===== src/rtl/scan_pkg.sv =====
// rtl/scan_pkg.sv - shared types and constants for the row-scan sequencer
package scan_pkg;

  typedef enum logic [1:0] {
    IDLE  = 2'd0,
    BLANK = 2'd1,
    DRIVE = 2'd2
  } scan_state_t;

  localparam int NUM_ROWS = 16;
  localparam int ROW_W    = 4;

endpackage


===== src/rtl/load_dcnt.sv =====
// rtl/load_dcnt.sv - loadable down-counter with zero flag
module load_dcnt #(
  parameter int W = 8
) (
  input  logic         clk,
  input  logic         reset,
  input  logic         load,
  input  logic [W-1:0] load_val,
  input  logic         dec,
  output logic         zero
);

  logic [W-1:0] cnt;

  // load has priority; decrement saturates at zero
  always_ff @(posedge clk or posedge reset) begin
    if (reset) begin
      cnt <= '0;
    end else if (load) begin
      cnt <= load_val;
    end else if (dec && (cnt != '0)) begin
      cnt <= cnt - W'(1);
    end
  end

  assign zero = (cnt == '0);

endmodule


===== src/rtl/scan_seq_16.sv =====
// rtl/scan_seq_16.sv - row-scan sequencer driving a 4-to-16 decoder
module scan_seq_16
  import scan_pkg::*;
#(
  parameter int DWELL_W = 16,
  parameter int BLANK_W = 8
) (
  input  logic                clk,
  input  logic                reset,
  input  logic                start,
  input  logic                stop,
  input  logic                oneshot,
  input  logic [DWELL_W-1:0]  dwell,
  input  logic [BLANK_W-1:0]  blank,
  input  logic [NUM_ROWS-1:0] row_mask,
  output logic [ROW_W-1:0]    a,
  output logic                en,
  output logic                busy,
  output logic                frame_done
);

  localparam logic [ROW_W-1:0] LAST_ROW = ROW_W'(NUM_ROWS - 1);

  scan_state_t state, state_n;
  logic [ROW_W-1:0]    row, row_n;
  logic [DWELL_W-1:0]  dwell_sh, eff_dwell, d_val;
  logic [BLANK_W-1:0]  blank_sh, eff_blank, b_val;
  logic [NUM_ROWS-1:0] mask_sh, eff_mask;
  logic                oneshot_sh;
  logic                latch, go_row;
  logic                b_load, b_dec, b_zero;
  logic                d_load, d_dec, d_zero;
  logic [ROW_W-1:0]    a_n;
  logic                en_n, busy_n, fd_n;

  load_dcnt #(.W(BLANK_W)) u_blank_cnt (
    .clk      (clk),
    .reset    (reset),
    .load     (b_load),
    .load_val (b_val),
    .dec      (b_dec),
    .zero     (b_zero)
  );

  load_dcnt #(.W(DWELL_W)) u_dwell_cnt (
    .clk      (clk),
    .reset    (reset),
    .load     (d_load),
    .load_val (d_val),
    .dec      (d_dec),
    .zero     (d_zero)
  );

  // next state, counter control and next registered outputs
  always_comb begin
    state_n = state;
    row_n   = row;
    latch   = 1'b0;
    go_row  = 1'b0;
    fd_n    = 1'b0;
    b_load  = 1'b0;
    b_dec   = 1'b0;
    b_val   = '0;
    d_load  = 1'b0;
    d_dec   = 1'b0;
    d_val   = '0;

    case (state)
      IDLE: begin
        if (start && !stop) begin
          latch  = 1'b1;
          row_n  = '0;
          go_row = 1'b1;
        end
      end
      BLANK: begin
        if (stop) begin
          state_n = IDLE;
        end else if (b_zero) begin
          state_n = DRIVE;
          d_load  = 1'b1;
          d_val   = dwell_sh;
        end else begin
          b_dec = 1'b1;
        end
      end
      DRIVE: begin
        // stop is checked first so an aborted frame never reports done
        if (stop) begin
          state_n = IDLE;
        end else if (d_zero) begin
          if (row == LAST_ROW) begin
            fd_n = 1'b1;
            if (oneshot_sh) begin
              state_n = IDLE;
            end else begin
              latch  = 1'b1;
              row_n  = '0;
              go_row = 1'b1;
            end
          end else begin
            row_n  = row + ROW_W'(1);
            go_row = 1'b1;
          end
        end else begin
          d_dec = 1'b1;
        end
      end
      default: state_n = IDLE;
    endcase

    // on a frame start the fresh inputs apply immediately, not the old shadows
    eff_blank = latch ? blank    : blank_sh;
    eff_dwell = latch ? dwell    : dwell_sh;
    eff_mask  = latch ? row_mask : mask_sh;

    if (go_row) begin
      if (eff_blank != '0) begin
        state_n = BLANK;
        b_load  = 1'b1;
        b_val   = eff_blank - BLANK_W'(1);
      end else begin
        state_n = DRIVE;
        d_load  = 1'b1;
        d_val   = eff_dwell;
      end
    end

    busy_n = (state_n != IDLE);
    en_n   = (state_n == DRIVE) && eff_mask[row_n];
    a_n    = busy_n ? row_n : a;
  end

  // state, row, outputs and config shadows
  always_ff @(posedge clk or posedge reset) begin
    if (reset) begin
      state      <= IDLE;
      row        <= '0;
      a          <= '0;
      en         <= 1'b0;
      busy       <= 1'b0;
      frame_done <= 1'b0;
      dwell_sh   <= '0;
      blank_sh   <= '0;
      mask_sh    <= '0;
      oneshot_sh <= 1'b0;
    end else begin
      state      <= state_n;
      row        <= row_n;
      a          <= a_n;
      en         <= en_n;
      busy       <= busy_n;
      frame_done <= fd_n;
      if (latch) begin
        dwell_sh   <= dwell;
        blank_sh   <= blank;
        mask_sh    <= row_mask;
        oneshot_sh <= oneshot;
      end
    end
  end

endmodule


===== config.mk =====
export PLATFORM = sky130hd
export DESIGN_NAME = scan_seq_16
export DESIGN_NICKNAME = d
export VERILOG_FILES = /design/src/rtl/scan_pkg.sv /design/src/rtl/load_dcnt.sv /design/src/rtl/scan_seq_16.sv
export SDC_FILE = /design/constraint.sdc
export NUM_CORES = 1
export LEC_CHECK = 0
export ABC_AREA = 0
export CORE_MARGIN = 2
export CORE_UTILIZATION = 45
export CTS_CLUSTER_DIAMETER = 80
export CTS_CLUSTER_SIZE = 30
export DETAILED_ROUTE_END_ITERATION = 12
export GPL_TIMING_DRIVEN = 0
export HOLD_SLACK_MARGIN = 0.08
export PLACE_DENSITY = 0.69
export SETUP_SLACK_MARGIN = 0.4
export SYNTH_ARGS = -nofsm -noshare
export SYNTH_HDL_FRONTEND = slang
export SYNTH_SLANG_ARGS = --single-unit

===== constraint.sdc =====
create_clock -name clk -period 3.8 [get_ports clk]
set_input_delay 0.76 -clock clk [delete_from_list [all_inputs] [get_ports clk]]
set_output_delay 0.76 -clock clk [all_outputs]
set_load 0.05 [all_outputs]

==> results of run 1 <==
==> cell families after synthesis <==
family                   Yosys count  synth area share
AND/OR/NAND/NOR                  134            0.1676
XOR/XNOR                          17           0.03575
flip-flops                        78            0.4686
adder cells (fa/ha/maj)            5           0.01502
AO/OA/AOI/OAI                     73            0.1175
multiplexers                      63            0.1658
buffers and inverters             26           0.02973
==> through the flow <==
stage | instance area [sq um] | utilization | setup TNS, ps | worst slack [ps]
3_5_place_dp | 4885 | 0.5363 | -22150 | -1093
2_1_floorplan | 4213 | - | 0 | 53.54
5_1_grt | 5503 | 0.6041 | 0 | 207.7
6_report | 5503 | 0.6041 | 0 | 345.2
3_3_place_gp | 4862 | 0.5338 | -42540 | -1081
4_1_cts | 5364 | 0.5889 | 0 | 326.5
==> cells in the mapped netlist, types with 3 or more instances <==
| library cell | n | share of area |
|---|---|---|
| a21oi_1 | 23 | 0.028 |
| buf_2 | 3 | 0.0036 |
| clkbuf_1 | 6 | 0.0054 |
| dfrtp_1 | 78 | 0.47 |
| ha_1 | 5 | 0.015 |
| inv_1 | 12 | 0.011 |
| mux2_1 | 4 | 0.011 |
| mux2_2 | 40 | 0.11 |
| mux2i_1 | 18 | 0.043 |
| nand2_1 | 45 | 0.041 |
| nand2b_1 | 10 | 0.015 |
| nand3_1 | 5 | 0.0060 |
| nand3b_1 | 3 | 0.0054 |
| nor2_1 | 23 | 0.021 |
| nor3_1 | 18 | 0.022 |
| nor3b_1 | 5 | 0.0090 |
| nor4_1 | 4 | 0.0060 |
| nor4b_1 | 3 | 0.0063 |
| o21ai_0 | 10 | 0.012 |
| o21ai_1 | 5 | 0.0060 |
| o22a_1 | 9 | 0.019 |
| o31ai_1 | 3 | 0.0054 |
| xnor2_1 | 8 | 0.017 |
| xor2_1 | 9 | 0.019 |
==> worst max-delay path by stage <==
stage,startpoint,endpoint,cells past startpoint
after floorplan,stop,u_dwell_cnt.cnt[10],15
after global placement,stop,u_dwell_cnt.cnt[10],16
after detailed placement,stop,u_dwell_cnt.cnt[10],16
after CTS,stop,u_dwell_cnt.cnt[11],17
after global routing,row[0],u_dwell_cnt.cnt[10],17
final,stop,u_dwell_cnt.cnt[7],18
==> state kept, by name (all words and copies together) (netlist names), 2 cells and up <==
signal and count:
blank_sh 8, dwell_sh 16, u_blank_cnt.cnt 8, state 2, row 4, a 4
u_dwell_cnt.cnt 16, mask_sh 16
==> what timing repair did <==
action	CTS	global route
pin swaps	13	12
setup buffers	17	4
gates resized for setup	34	19
cloned	1	0
endpoints found under the setup margin	27	20
==> routing by layer <==
layer  part of all wire  track usage  vias to the layer above
li1                   -            -                     1612
met1               0.46       0.2676                     1596
met2               0.48       0.3474                       75
met3              0.037      0.03760                       17
met4              0.022      0.09273                        0
met5                  0            0                        -
==> power by group through the flow <==
stage                     Sequential [mW]  Combinational [mW]  Clock (mW)
final                                1.30               0.740       0.620
after global routing                 1.34               0.824       0.669
after CTS                            1.28               0.716       0.629
after detailed placement             1.29               0.670           0
after global placement               1.28               0.649           0
after floorplan                      1.24               0.512           0
==> area by class of cell <==
type | instances | area, sq um | share of cell area
buffer | 13 | 145.1 | 0.02638
clock buffer | 10 | 127.6 | 0.02319
multi-input combinational | 292 | 2288 | 0.4159
tap | 111 | 138.9 | 0.02524
clock inverter | 6 | 62.56 | 0.01137
sequential | 78 | 1953 | 0.3549
inverter | 13 | 53.80 | 0.009777
timing repair buffer | 74 | 733.2 | 0.1332
==> critical path, delay by kind of cell <==
family          cells  cell delay, ps
mux                 1             260
buf+inv             7             790
simple gates        5            1150
fa+ha+maj           1             200
compound gates      4             610
==> flow_summary.ini, run 1 <==
[sta]
finClkSkew_ps = 8.744
max_slew_margin = 0.2679
rsz0062_at_grt = yes
layout_min_cycle_time_ps = 3455
setup_viol = 0
max_freq_mhz = 289.4
whs_ps = 490.8
finalHoldViolCount = 0
period_share = 0.9092
slew_viol_final = 0
worst_pin_slew_ps = 1083

[clock_network]
cts_tree = done
htree_levels = 3
cts.sinks = 78
root_buffer = clkbuf_8
clk_pin_slew_ps = 80
cts_inserted_buffers = 9
clk_latency_ps = 360
cts_hold_buf = 0
clk_path_buf_depth = 2

[synthesis]
synth_cell_type_count = 59
yosysSeqAreaShare = 0.4686
synth-seq-cells = 78
netlist_instances = 396
syn_nets = 446
ys.flop_type = dfrtp_1
syn_avg_cell_area_sq_um = 10.52
synth_edf_count = 0
yosysWarnings = 0
syn-cell-area_sq_um = 4165
synthArstFlopShare = 1.000

[finish]
syn_to_final_growth_pct = 32.11
drive_above_1_share = 0.2675
fillers = 785
insertedDiodeCount = 0
final_common_cell = dfrtp_1
fin_nets = 531
fin_cells = 597
final_cell_mix = dfrtp_1, clkdlybuf4s50_1, nand2_1

[floorplanning]
top_level_ports = 52
die_y_microns = 100.2
fp.dieW_microns = 100.2
start_util = 0.4573
dieArea_sq_um = 10040
core_sq_um = 9109
row_count = 35

[placement]
dpl.hpwl_microns = 6736
placed_cells = 559
place_congestion = 0.8358
portBuffers = 51

[worst_setup_path]
regToRegStartpoint = state[0]
crit_slowest_cell = or3b_4
rr_endpoint = u_dwell_cnt.cnt[7]
end_kind = flop
cp-start-kind = input port
worstPathCellList = buf_8 -> or3b_4 -> or3_4 -> o21ai_4 -> buf_8 -> buf_12 -> mux2i_4 -> ha_4 -> buf_6 -> nand4b_1 -> o32ai_2 -> a22oi_2 -> nand2_2 -> nor2_4 -> inv_4 -> buf_4 -> buf_6 -> o22a_1
critPathArrivalTime_ps = 3760
cpPeakStageDelay_ps = 360
worst-path-max-fanout = 6
cp.required_ps = 4100
r2r_setup_slack_ps = 370
r2r_cells = 17
criticalPathCategory = input port to flop

[global_routing]
grt_use_total = 0.2091
antenna_found_initial = 0
first_global_vias = 3352
grt_pass1_wl_microns = 16310
grt-ovfl-total = 0
grt_max_degree = 44

[power_and_ir_drop]
p_total_mw = 2.659
clkPwrFrac = 0.233
switching_share = 0.3326
powerDensity_nw_per_um2 = 483.2
p_switching_mw = 0.8843
internal_power_mw = 1.775
power_frac_comb = 0.278
p_seq_frac = 0.489
ir_drop_mv = 0.2264
p_leak_nw = 2.266

[worst_hold_path]
min_path_cells = 1
hp-class = flop to flop
min-delay-start = mask_sh[7]
worstHoldEndpoint = mask_sh[7]

[flow_run]
drv_cap = 0

[routing]
drc = 0
drt_pass1_iterations = 4
vias_per_cell = 5.528
drt_iter0_markers = 145
antenna_left = 0
wl_microns = 9967
wl_per_cell_microns = 16.70
num_vias = 3300

[run_status]
outcome = complete, no violations
(Power assumes the default switching activity.)
==> run 2, diff against run 1 <==
- PLACE_DENSITY: 0.69 -> 0.67
==> run 2 against run 1 <==
Against the previous run:
- sequential cell count unchanged
- clock power up 6.1%
- critical path depth down 2
- core utilization up 0.55 points
- total power up 1.3%
- combinational power about the same
- first-iteration DRC count down 23%
- die area unchanged
- design area up 0.91%
- global-route usage about the same
- sequential share of layout area down 0.34 points
- largest cell class unchanged
==> flow_summary.ini, run 2 (synthesis results as in run 1) <==
[flow_run]
drv_cap = 0

[worst_hold_path]
min-delay-start = mask_sh[7]
min_path_cells = 1
worstHoldEndpoint = mask_sh[7]
hp-class = flop to flop

[floorplanning]
row_count = 35
core_sq_um = 9109
die_y_microns = 100.2
dieArea_sq_um = 10040
fp.dieW_microns = 100.2
top_level_ports = 52
start_util = 0.4573

[finish]
final_core_util = 0.6096
fin_nets = 534
multi_input_area_sq_um = 2273
final_common_cell = dfrtp_1
syn_to_final_growth_pct = 33.31
insertedDiodeCount = 0
fillers = 776
regArea_sq_um = 1952
final_cell_mix = dfrtp_1, clkdlybuf4s50_1, nand2_1
reg_top3 = dwell_sh: 16 flops, mask_sh: 16 flops, u_dwell_cnt.cnt: 16 flops
drive_above_1_share = 0.2699

[worst_setup_path]
critPathArrivalTime_ps = 3710
cpMostUsedCell = buf_8
cpPeakStageDelay_ps = 360
worst-path-max-fanout = 5
end_kind = flop
crit_start = stop
regToRegStartpoint = state[0]
r2r_cells = 15
cp-start-kind = input port
cp.required_ps = 4040
worstPathCellList = buf_8 -> or3b_4 -> or3_4 -> o21ai_4 -> buf_8 -> buf_12 -> mux2i_4 -> ha_4 -> nand4b_1 -> o32ai_2 -> a22oi_2 -> nand2_2 -> buf_6 -> buf_8 -> a31oi_1 -> o22a_1
r2r_setup_slack_ps = 370
rr_endpoint = u_dwell_cnt.cnt[5]
criticalPathCategory = input port to flop
crit_slowest_cell = or3b_4

[routing]
antenna_left = 0
vias_per_cell = 5.650
drt_pass1_iterations = 4
drc = 0
wl_microns = 10100
wl_per_cell_microns = 16.84
drt_iter0_markers = 112
num_vias = 3390

[global_routing]
grt-ovfl-total = 0
first_global_vias = 3372
grt_pass1_wl_microns = 16490
grt_use_total = 0.2091
grt_max_degree = 63
antenna_found_initial = 0

[placement]
dpl.hpwl_microns = 6822
portBuffers = 51
place_congestion = 0.8004

[sta]
finalHoldViolCount = 0
fin_tns_setup_ps = 0
max_freq_mhz = 287.8
worst_pin_slew_ps = 1078
slew_viol_final = 0
period_share = 0.9145
layout_min_cycle_time_ps = 3475
whs_ps = 483.5
setup_viol = 0
finClkSkew_ps = 11.11
max_slew_margin = 0.2710
rsz0062_at_grt = yes

[run_status]
outcome = complete, no violations

[power_and_ir_drop]
p_total_mw = 2.694
ir_drop_mv = 0.2312
p_leak_nw = 2.291
powerDensity_nw_per_um2 = 485.1

[clock_network]
clk_path_buf_depth = 2
clk_latency_ps = 350
root_buffer = clkbuf_8
cts_tree = done
htree_levels = 3
cts_inserted_buffers = 9
clk_pin_slew_ps = 80
cts.sinks = 78
cts_hold_buf = 0
run 2: cell types whose count changed in the layout (fill, tap and decap cells not counted), moves of 2 or more:
cell / previous run / this run
clkinv_4: 0 / 3
clkinvlp_4: 3 / 0
buf_4: 17 / 20
a21oi_2: 5 / 3
a21oi_1: 19 / 21
run 2: area by class of cell:
class,count,area share
Sequential cell,78,0.3515
Tap cell,111,0.02501
Timing Repair Buffer,77,0.1399
Clock buffer,11,0.02726
Clock inverter,5,0.01037
Multi-Input combinational cell,292,0.4094
Inverter,13,0.01014
Buffer,13,0.02636
run 2: per-stage QoR:
step	cell area [sq um]	setup slack, ps	cells
after floorplan	4213	53.54	396
after global placement	4862	-1044	558
after detailed placement	4892	-1115	559
after CTS	5350	285.2	593
after global routing	5553	237.8	600
final	5553	325.1	600
run 2: worst max-delay path, delay by kind of cell:
kind / cells / cell delay (ps)
muxes: 1 / 250
and+or+nand+nor: 4 / 1050
adders and majority gates: 1 / 190
buffers and inverters: 5 / 580
AOI/OAI and AO/OA: 5 / 860
run 2: worst max-delay path by stage:
stage,to,cells after the start
after global routing,u_dwell_cnt.cnt[10],16
final,u_dwell_cnt.cnt[5],16
after CTS,u_dwell_cnt.cnt[11],17
after detailed placement,u_dwell_cnt.cnt[10],16
after global placement,u_dwell_cnt.cnt[10],16
after floorplan,u_dwell_cnt.cnt[10],15
run 2: routing by layer:
| metal | part of all wire | global-route usage |
|---|---|---|
| met5 | 0 | 0 |
| met4 | 0.017 | 0.08851 |
| met3 | 0.033 | 0.03134 |
| met2 | 0.48 | 0.3325 |
| met1 | 0.47 | 0.2860 |
run 2: timing repair:
action,4_1_cts,5_1_grt
cloned,1,1
pin swaps,14,14
setup endpoints to repair,27,19
setup buffers,17,6
gates resized for setup,28,23
run 2: power by group:
part / internal [mW] / total (mW) / switching, mW
sequential: 1.07 / 1.29 / 0.226
combinational: 0.408 / 0.743 / 0.335
clock: 0.340 / 0.658 / 0.319
